`src/rtl/rr_seg_arbiter_pkg.sv`:
```
// Shared types and constants for the round-robin display arbiter: state encoding,
// requester geometry and active-low seven-segment patterns {a,b,c,d,e,f,g,dp}.
package rr_seg_arbiter_pkg;

  localparam int unsigned N_REQ = 8;
  localparam int unsigned IDX_W = 3;
  localparam int unsigned SEG_W = 8;
  localparam int unsigned LED_W = 4;

  typedef enum logic {
    ST_IDLE = 1'b0,
    ST_HOLD = 1'b1
  } state_e;

  localparam logic [SEG_W-1:0] SEG_0     = 8'b0000_0011;
  localparam logic [SEG_W-1:0] SEG_1     = 8'b1001_1111;
  localparam logic [SEG_W-1:0] SEG_2     = 8'b0010_0101;
  localparam logic [SEG_W-1:0] SEG_3     = 8'b0000_1101;
  localparam logic [SEG_W-1:0] SEG_4     = 8'b1001_1001;
  localparam logic [SEG_W-1:0] SEG_5     = 8'b0100_1001;
  localparam logic [SEG_W-1:0] SEG_6     = 8'b0100_0001;
  localparam logic [SEG_W-1:0] SEG_7     = 8'b0001_1111;
  localparam logic [SEG_W-1:0] SEG_BLANK = 8'b1111_1111;

  // Index to digit pattern; dp stays off in every pattern.
  function automatic logic [SEG_W-1:0] seg_digit(input logic [IDX_W-1:0] d);
    logic [SEG_W-1:0] s;
    s = SEG_BLANK;
    case (d)
      3'd0: s = SEG_0;
      3'd1: s = SEG_1;
      3'd2: s = SEG_2;
      3'd3: s = SEG_3;
      3'd4: s = SEG_4;
      3'd5: s = SEG_5;
      3'd6: s = SEG_6;
      3'd7: s = SEG_7;
      default: s = SEG_BLANK;
    endcase
    return s;
  endfunction

endpackage

```
`src/rtl/rr_seg_arbiter_pick.sv`:
```
// Combinational round-robin search: first asserted request starting at ptr,
// wrapping modulo N_REQ.
module rr_seg_arbiter_pick
  import rr_seg_arbiter_pkg::*;
(
  input  logic [N_REQ-1:0] req,
  input  logic [IDX_W-1:0] ptr,
  output logic             found,
  output logic [IDX_W-1:0] idx
);

  // Scan from the farthest offset down so the nearest hit to ptr wins.
  always_comb begin
    found = 1'b0;
    idx   = '0;
    for (int k = N_REQ - 1; k >= 0; k--) begin
      if (req[ptr + IDX_W'(k)]) begin
        found = 1'b1;
        idx   = ptr + IDX_W'(k);
      end
    end
  end

endmodule

```
`src/rtl/rr_seg_arbiter.sv`:
```
// Round-robin arbiter sharing one index display (ledr + seg0) among eight requesters;
// each grant dwells at most HOLD_CYCLES cycles and is followed by one idle cycle.
module rr_seg_arbiter
  import rr_seg_arbiter_pkg::*;
#(
  parameter int unsigned HOLD_CYCLES = 4,
  parameter int unsigned CNT_W       = 3
) (
  input  logic             clk,
  input  logic             rst,
  input  logic             en,
  input  logic [N_REQ-1:0] req,
  output logic [N_REQ-1:0] gnt,
  output logic [LED_W-1:0] ledr,
  output logic [SEG_W-1:0] seg0
);

  state_e           state_q, state_d;
  logic [IDX_W-1:0] ptr_q, ptr_d;
  logic [IDX_W-1:0] idx_q, idx_d;
  logic [CNT_W-1:0] cnt_q, cnt_d;
  logic [N_REQ-1:0] gnt_q, gnt_d;
  logic [LED_W-1:0] ledr_q, ledr_d;
  logic [SEG_W-1:0] seg0_q, seg0_d;

  logic             pick_found;
  logic [IDX_W-1:0] pick_idx;

  rr_seg_arbiter_pick u_pick (
    .req   (req),
    .ptr   (ptr_q),
    .found (pick_found),
    .idx   (pick_idx)
  );

  // Next state plus next value of every registered output.
  always_comb begin
    state_d = state_q;
    ptr_d   = ptr_q;
    idx_d   = idx_q;
    cnt_d   = cnt_q;
    gnt_d   = gnt_q;
    ledr_d  = ledr_q;
    seg0_d  = seg0_q;
    case (state_q)
      ST_IDLE: begin
        gnt_d  = '0;
        ledr_d = '0;
        seg0_d = SEG_BLANK;
        if (en && pick_found) begin
          state_d = ST_HOLD;
          idx_d   = pick_idx;
          cnt_d   = CNT_W'(HOLD_CYCLES - 1);
          gnt_d   = N_REQ'(1) << pick_idx;
          ledr_d  = {1'b1, pick_idx};
          seg0_d  = seg_digit(pick_idx);
        end
      end
      ST_HOLD: begin
        if (!en || !req[idx_q] || (cnt_q == '0)) begin
          state_d = ST_IDLE;
          ptr_d   = idx_q + IDX_W'(1);
          gnt_d   = '0;
          ledr_d  = '0;
          seg0_d  = SEG_BLANK;
        end else begin
          cnt_d = cnt_q - CNT_W'(1);
        end
      end
      default: begin
        state_d = ST_IDLE;
        gnt_d   = '0;
        ledr_d  = '0;
        seg0_d  = SEG_BLANK;
      end
    endcase
  end

  always_ff @(posedge clk) begin
    if (rst) begin
      state_q <= ST_IDLE;
      ptr_q   <= '0;
      idx_q   <= '0;
      cnt_q   <= '0;
      gnt_q   <= '0;
      ledr_q  <= '0;
      seg0_q  <= SEG_BLANK;
    end else begin
      state_q <= state_d;
      ptr_q   <= ptr_d;
      idx_q   <= idx_d;
      cnt_q   <= cnt_d;
      gnt_q   <= gnt_d;
      ledr_q  <= ledr_d;
      seg0_q  <= seg0_d;
    end
  end

  assign gnt  = gnt_q;
  assign ledr = ledr_q;
  assign seg0 = seg0_q;

endmodule

```
`config.mk`:
```
export PLATFORM = sky130hd
export DESIGN_NAME = rr_seg_arbiter
export DESIGN_NICKNAME = d
export VERILOG_FILES = /design/src/rtl/rr_seg_arbiter_pkg.sv /design/src/rtl/rr_seg_arbiter_pick.sv /design/src/rtl/rr_seg_arbiter.sv
export SDC_FILE = /design/constraint.sdc
export NUM_CORES = 1
export LEC_CHECK = 0
export BUFFER_PORTS_ARGS = -buffer_cell sky130_fd_sc_hd__buf_2
export CAP_MARGIN = 20
export CORE_AREA = 3 3 74 76
export DETAILED_ROUTE_END_ITERATION = 16
export DIE_AREA = 0 0 77 79
export PLACE_DENSITY = 0.65
export SETUP_SLACK_MARGIN = 0.3
export SYNTH_ARGS = -nofsm -noshare
export SYNTH_HDL_FRONTEND = slang
export SYNTH_HIERARCHICAL = 1
export SYNTH_SLANG_ARGS = --single-unit
```
`constraint.sdc`:
```
create_clock -name clk -period 3.5 [get_ports clk]
set_input_delay 0.7 -clock clk [delete_from_list [all_inputs] [get_ports clk]]
set_output_delay 0.7 -clock clk [all_outputs]
set_load 0.05 [all_outputs]
```
==> results of run 1 <==
-- layout by cell type (no fill, tap or decap), types with 6 or more instances in the layout --
master and n:
clkbuf_8 6, mux2i_1 7, a21oi_1 21, a22oi_1 9, inv_1 9, nor2_1 27, buf_4 7, mux4_2 6
dfxtp_1 29, buf_2 29, nand2b_1 6, ha_1 7, nand2_1 17
-- worst paths after layout --
kind,start,end,slack [ns],depth (start not counted)
worst min register to register,ledr[0],ledr[0],0.46,2
worst max-delay path,ptr_q[1],seg0[3],0.49,13
worst max register to register,ptr_q[1],seg0[3],0.49,13
worst min-delay path,ledr[0],ledr[0],0.46,2
-- report_power, final --
| part | total (mW) | internal (mW) | leakage (nW) | switching (mW) |
|---|---|---|---|---|
| registers | 0.370 | 0.353 | 0.237 | 0.0180 |
| logic | 0.385 | 0.152 | 0.710 | 0.233 |
| clock network | 0.353 | 0.232 | 0.0585 | 0.121 |
-- kinds of logic after synthesis --
| family | share of synthesized area |
|---|---|
| multiplexers | 0.197 |
| AO/OA/AOI/OAI | 0.218 |
| other | 0.00173 |
| adder cells (fa/ha/maj) | 0.0577 |
| AND/OR/NAND/NOR | 0.179 |
| flip-flops | 0.268 |
| buffers and inverters | 0.0629 |
| XOR/XNOR | 0.0162 |
-- registers in the layout (all words and copies together) (netlist names) --
| signal | count |
|---|---|
| state_q | 1 |
| ledr | 4 |
| seg0 | 7 |
| cnt_q | 3 |
| idx_q | 3 |
| ptr_q | 3 |
| gnt | 8 |
-- metal layers --
metal,vias up,share of wire,track usage
li1,920,-,-
met1,863,0.46,0.222
met2,41,0.48,0.268
met3,8,0.040,0.0329
met4,0,0.016,0.0694
met5,-,0,0
-- layout make-up --
type | count | area share
multi-input combinational | 180 | 0.593
sequential | 29 | 0.232
timing repair buffer | 36 | 0.0791
clock buffer | 7 | 0.0346
tap | 67 | 0.0336
inverter | 10 | 0.0150
clock inverter | 1 | 0.0120
-- worst max-delay path, delay by kind of cell (launching register included) --
kind	cells	cell delay (ns)
flops	1	0.35
buf+inv	2	0.23
fa+ha+maj	2	0.60
mux	3	1.06
simple gates	1	0.06
compound gates	5	0.62
-- what timing repair did --
item | 4_1_cts | 5_1_grt
buffers inserted | 0 | 1
endpoints found under the hold margin | 0 | 0
hold buffers | 0 | 0
resized for setup | 1 | 7
endpoints found under the setup margin | 1 | 12
-- stage by stage --
| stage | hold WS, ns | utilization | worst slack (ns) | instances | power [mW] |
|---|---|---|---|---|---|
| 2_1_floorplan | 0.454 | - | 0.328 | 233 | 0.669 |
| 3_3_place_gp | 0.443 | 0.490 | 0.239 | 321 | 0.748 |
| 3_5_place_dp | 0.447 | 0.490 | 0.189 | 321 | 0.749 |
| 4_1_cts | 0.459 | 0.515 | 0.355 | 329 | 1.11 |
| 5_1_grt | 0.491 | 0.522 | 0.336 | 330 | 1.17 |
| 6_report | 0.459 | 0.522 | 0.487 | 330 | 1.11 |
==> out/results.ini, run 1 <==
[yosys]
synth-edff-count = 0
syn_area_um2 = 2170
synth_top_cell_by_area = dfxtp_1
yosys.cell_count.top_type = dfxtp_1
synth.avg_cell_area_um2 = 9.31
netlist_top_cells_count = 29 x dfxtp_1, 28 x nor2_1, 22 x a21oi_1
synth_warnings = 6
synth_cell_type_count = 58
yosys-top-cells-area = dfxtp_1 27%, mux4_1 6.1%, ha_1 5.8%
synth.top_cell.area_share = 0.268
synthFlopType = dfxtp_1
netlist_instances = 233
syn-num-nets = 254
ys_ff_latch = 29
seq_area_frac_synth = 0.268
synthArstFlopShare = 0

[worst_setup_path]
cp.required_ns = 3.67
path_cells = inv_2 -> ha_4 -> mux4_2 -> mux2_4 -> o21ai_2 -> a31oi_1 -> o21bai_1 -> mux2_4 -> inv_1 -> ha_2 -> a21oi_1 -> o22ai_2 -> nand2b_1
setup.worst_path.start_class = register
cp.arrival_ns = 3.19
critPathMaxFanout = 9
max_stage_delay_ns = 0.38
end_kind = register
path_common_cell = mux2_4
slowest_stage = mux4_2
crit_type = reg -> reg

[sta]
setup_viol = 0
period_minus_slack_ns = 3.01
fin_worst_skew_ns = 0.00634
slew_headroom = 0.385
period_share = 0.861
tightest_slew_ns = 0.916
final-max-slew-violation-count = 0
max_freq_mhz = 332
fin_setup_tns_ns = 0
rsz0062_at_grt = no
finalHoldViolCount = 0

[placed_design]
port-buffer-count = 29
dp_hpwl_mm = 3.65
placed_area_um2 = 2350
gp_congestion = 0.851

[final_layout]
finalNetCount = 283
area_growth_syn_to_layout_pct = 15.2
n_fill_cell = 469
final_area_um2 = 2500
multiInputGateArea_um2 = 1480
seqCellArea_um2 = 581
drive_above_1_share = 0.297
diodes = 0

[power]
power.leakage_nw = 1.01
ir_worst_vdd_mv = 0.332
cellPowerDensity_nw_per_um2 = 444

[route]
drc = 0
dr_total_vias = 1832
postRouteAntennaNets = 0
postRouteWirelength_mm = 4.99
dr.pass1.iters = 4
drt_iter0_drc = 128
wire_per_inst_um = 15.1
viasPerCell = 5.55

[global_route]
antenna_found_initial = 0
grt_first_pass_wirelength_mm = 8.31
grt_use_total = 0.168
grt_overflow = 0
grt_pass1_vias = 1707
grt_max_degree = 30

[clock_network]
cts_buffers = 5
cts_sinks = 29
clk_transition_reported_paths_ns = 0.06
cts_tree = done
htree_levels = 2
clk_latency_ns = 0.28
root_buffer = clkbuf_8
clock_path_buffers = 2

[floorplan]
start_util = 0.453
rows = 25
ioPinCount = 31
core_area_um2 = 4790
dieArea_um2 = 6080
dieHeight_um = 79
die_width_um = 77

[run_status]
status = finished, final reports clean

[job]
drv_cap = 0

[hold_path]
min_path_type = reg -> reg

(Power assumes the default switching activity.)
==> inputs of run 2 (changes only) <==
==> constraint.sdc (replaced) <==
create_clock -name clk -period 3.5 [get_ports clk]
set_input_delay 0.7 -clock clk [delete_from_list [all_inputs] [get_ports clk]]
set_output_delay 0.7 -clock clk [all_outputs]
set_load 0.02 [all_outputs]
==> run 2 against run 1 <==
Sequential power is essentially flat. Worst hold slack is essentially flat. Clock power shrank 13%. Via count grew 0.98%. Clock-buffer cell count is the same. Setup slack lost 0.011 ns. Utilization is the same. Routed wire length shrank 2.8%. Sequential share of layout area is the same. Final cell count grew 0.91%. Clock skew grew 0.0013 ns. Largest cell class unchanged. Highest routed layer unchanged.
==> out/results.ini, run 2 (synthesized netlist as in run 1, its figures left out) <==
[power]
p_seq_frac = 0.359  ; was 0.334
cellPowerDensity_nw_per_um2 = 412  ; was 444 nW/um2
p_sw_frac = 0.334  ; was 0.336
power.leakage_nw = 1.01  ; about the same
ir_worst_vdd_mv = 0.362  ; was 0.332 mV
power_frac_comb = 0.343  ; was 0.347
switchingPower_mw = 0.344  ; was 0.372 mW
internal_power_mw = 0.687  ; was 0.736 mW
power.share.clock = 0.298  ; was 0.318

[worst_setup_path]
path_cells = inv_2 -> ha_4 -> mux4_2 -> mux2_4 -> o21ai_2 -> a31oi_1 -> o21bai_1 -> mux2_4 -> ha_1 -> a21o_1 -> a21oi_1 -> o21bai_1  ; was inv_2 -> ha_4 -> mux4_2 -> mux2_4 -> o21ai_2 -> a31oi_1 -> o21bai_1 -> mux2_4 -> inv_1 -> ha_2 -> a21oi_1 -> o22ai_2 -> nand2b_1
setup.worst_path.start_class = register  ; unchanged
max_stage_delay_ns = 0.37  ; was 0.38 ns
slowest_stage = mux4_2  ; unchanged
critPathMaxFanout = 9  ; unchanged
cp.arrival_ns = 3.20  ; was 3.19 ns
crit_type = reg -> reg  ; unchanged
end_kind = register  ; unchanged
cp.required_ns = 3.68  ; was 3.67 ns

[final_layout]
multiInputGateArea_um2 = 1470  ; was 1480 um2
final_core_utilization = 0.522  ; unchanged
drive_above_1_share = 0.308  ; was 0.297
seqCellArea_um2 = 581  ; unchanged
area_growth_syn_to_layout_pct = 15.2  ; unchanged
n_fill_cell = 459  ; was 469
diodes = 0  ; unchanged
finalNetCount = 286  ; was 283
final_cell_mix = 29 x dfxtp_1, 29 x buf_2, 26 x nor2_1  ; was 29 x dfxtp_1, 29 x buf_2, 27 x nor2_1
largest_reg_flops = 8  ; unchanged

[job]
drv_cap = 0  ; unchanged

[sta]
period_share = 0.864  ; was 0.861
setup_viol = 0  ; unchanged
fin_setup_tns_ns = 0  ; unchanged
tightest_slew_ns = 0.908  ; was 0.916 ns
final-max-slew-violation-count = 0  ; unchanged
max_freq_mhz = 331  ; was 332 MHz
whs_ns = 0.459  ; about the same
period_minus_slack_ns = 3.02  ; was 3.01 ns
fin_worst_skew_ns = 0.00764  ; was 0.00634 ns
rsz0062_at_grt = no  ; unchanged
slew_headroom = 0.390  ; was 0.385
finalWorstSetupSlack_ns = 0.476  ; was 0.487 ns
finalHoldViolCount = 0  ; unchanged

[placed_design]
dp_hpwl_mm = 3.59  ; was 3.65 mm
dp_slack_ns = 0.170  ; was 0.189 ns
port-buffer-count = 29  ; unchanged
gp_congestion = 0.907  ; was 0.851

[clock_network]
htree_levels = 2  ; unchanged
cts_sinks = 29  ; unchanged
clk_latency_ns = 0.28  ; about the same
cts_buffers = 5  ; unchanged
root_buffer = clkbuf_8  ; unchanged
clock_path_buffers = 2  ; unchanged
clk_transition_reported_paths_ns = 0.06  ; about the same
cts_tree = done  ; unchanged

[global_route]
grt_overflow = 0  ; unchanged
grt_use_total = 0.165  ; was 0.168
antenna_found_initial = 0  ; unchanged
grt_most_used_layer = met2  ; unchanged
use_met3 = 0.0261  ; was 0.0329
grt_max_degree = 30  ; unchanged
gr-usage-met1 = 0.223  ; was 0.222
grt_first_pass_wirelength_mm = 8.20  ; was 8.31 mm
met2_usage = 0.271  ; was 0.268
grt_pass1_vias = 1723  ; was 1,707

[route]
dr_total_vias = 1850  ; was 1,832
drc = 0  ; unchanged
wire_per_inst_um = 14.6  ; was 15.1 um
viasPerCell = 5.56  ; was 5.55
dr.pass1.iters = 6  ; was 4
drt_iter0_drc = 144  ; was 128
postRouteWirelength_mm = 4.85  ; was 4.99 mm
postRouteAntennaNets = 0  ; unchanged

[floorplan]
dieArea_um2 = 6080  ; unchanged
rows = 25  ; unchanged
core_area_um2 = 4790  ; unchanged
ioPinCount = 31  ; unchanged
die_width_um = 77  ; unchanged
dieHeight_um = 79  ; unchanged
start_util = 0.453  ; unchanged

[hold_path]
min_path_type = reg -> reg  ; unchanged

[run_status]
status = finished, final reports clean  ; unchanged

-- run 2: power by group through the flow --
stage	Combinational, mW	Clock [mW]	Sequential (mW)
global placement	0.339	0	0.377
CTS	0.342	0.316	0.370
global route	0.393	0.327	0.373
finish	0.354	0.307	0.370
floorplan	0.243	0	0.392
detailed placement	0.339	0	0.377
-- run 2: final timing paths --
path / startpoint / slack, ns / endpoint / depth (start not counted)
max: ptr_q[1] / 0.48 / seg0[7] / 12
min reg2reg: ledr[1] / 0.46 / ledr[1] / 2
min: ledr[1] / 0.46 / ledr[1] / 2
max reg2reg: ptr_q[1] / 0.48 / seg0[7] / 12
-- run 2: repair_timing --
item,4_1_cts,5_1_grt
buffers inserted,0,2
resized for setup,1,8
hold buffers,0,0
pin swaps,0,1
endpoints found under the setup margin,1,17
-- run 2: routing by layer --
metal | wire, um | up-vias
met5 | 0 | -
met4 | 46 | 0
met3 | 211 | 5
met2 | 2260 | 46
met1 | 2330 | 876
li1 | - | 923
-- run 2: area by class of cell --
class                      instances  area share
tap                               67      0.0336
sequential                        29       0.232
inverter                          10      0.0150
clock buffer                       7      0.0386
timing repair buffer              39      0.0896
multi-input combinational        180       0.589
clock inverter                     1     0.00200
-- run 2: metrics by stage --
stage | cells | power (mW) | area (um2)
after floorplan | 233 | 0.635 | 2180
after global placement | 323 | 0.716 | 2360
after detailed placement | 323 | 0.716 | 2360
after CTS | 331 | 1.03 | 2470
after global routing | 333 | 1.09 | 2500
final | 333 | 1.03 | 2500
-- run 2: critical path: cells and delay by family, from the launching register on --
family | cells | cell delay (ns)
muxes | 3 | 1.05
adders and majority gates | 2 | 0.59
AOI/OAI and AO/OA | 6 | 0.82
DFF | 1 | 0.36
buffers and inverters | 1 | 0.11
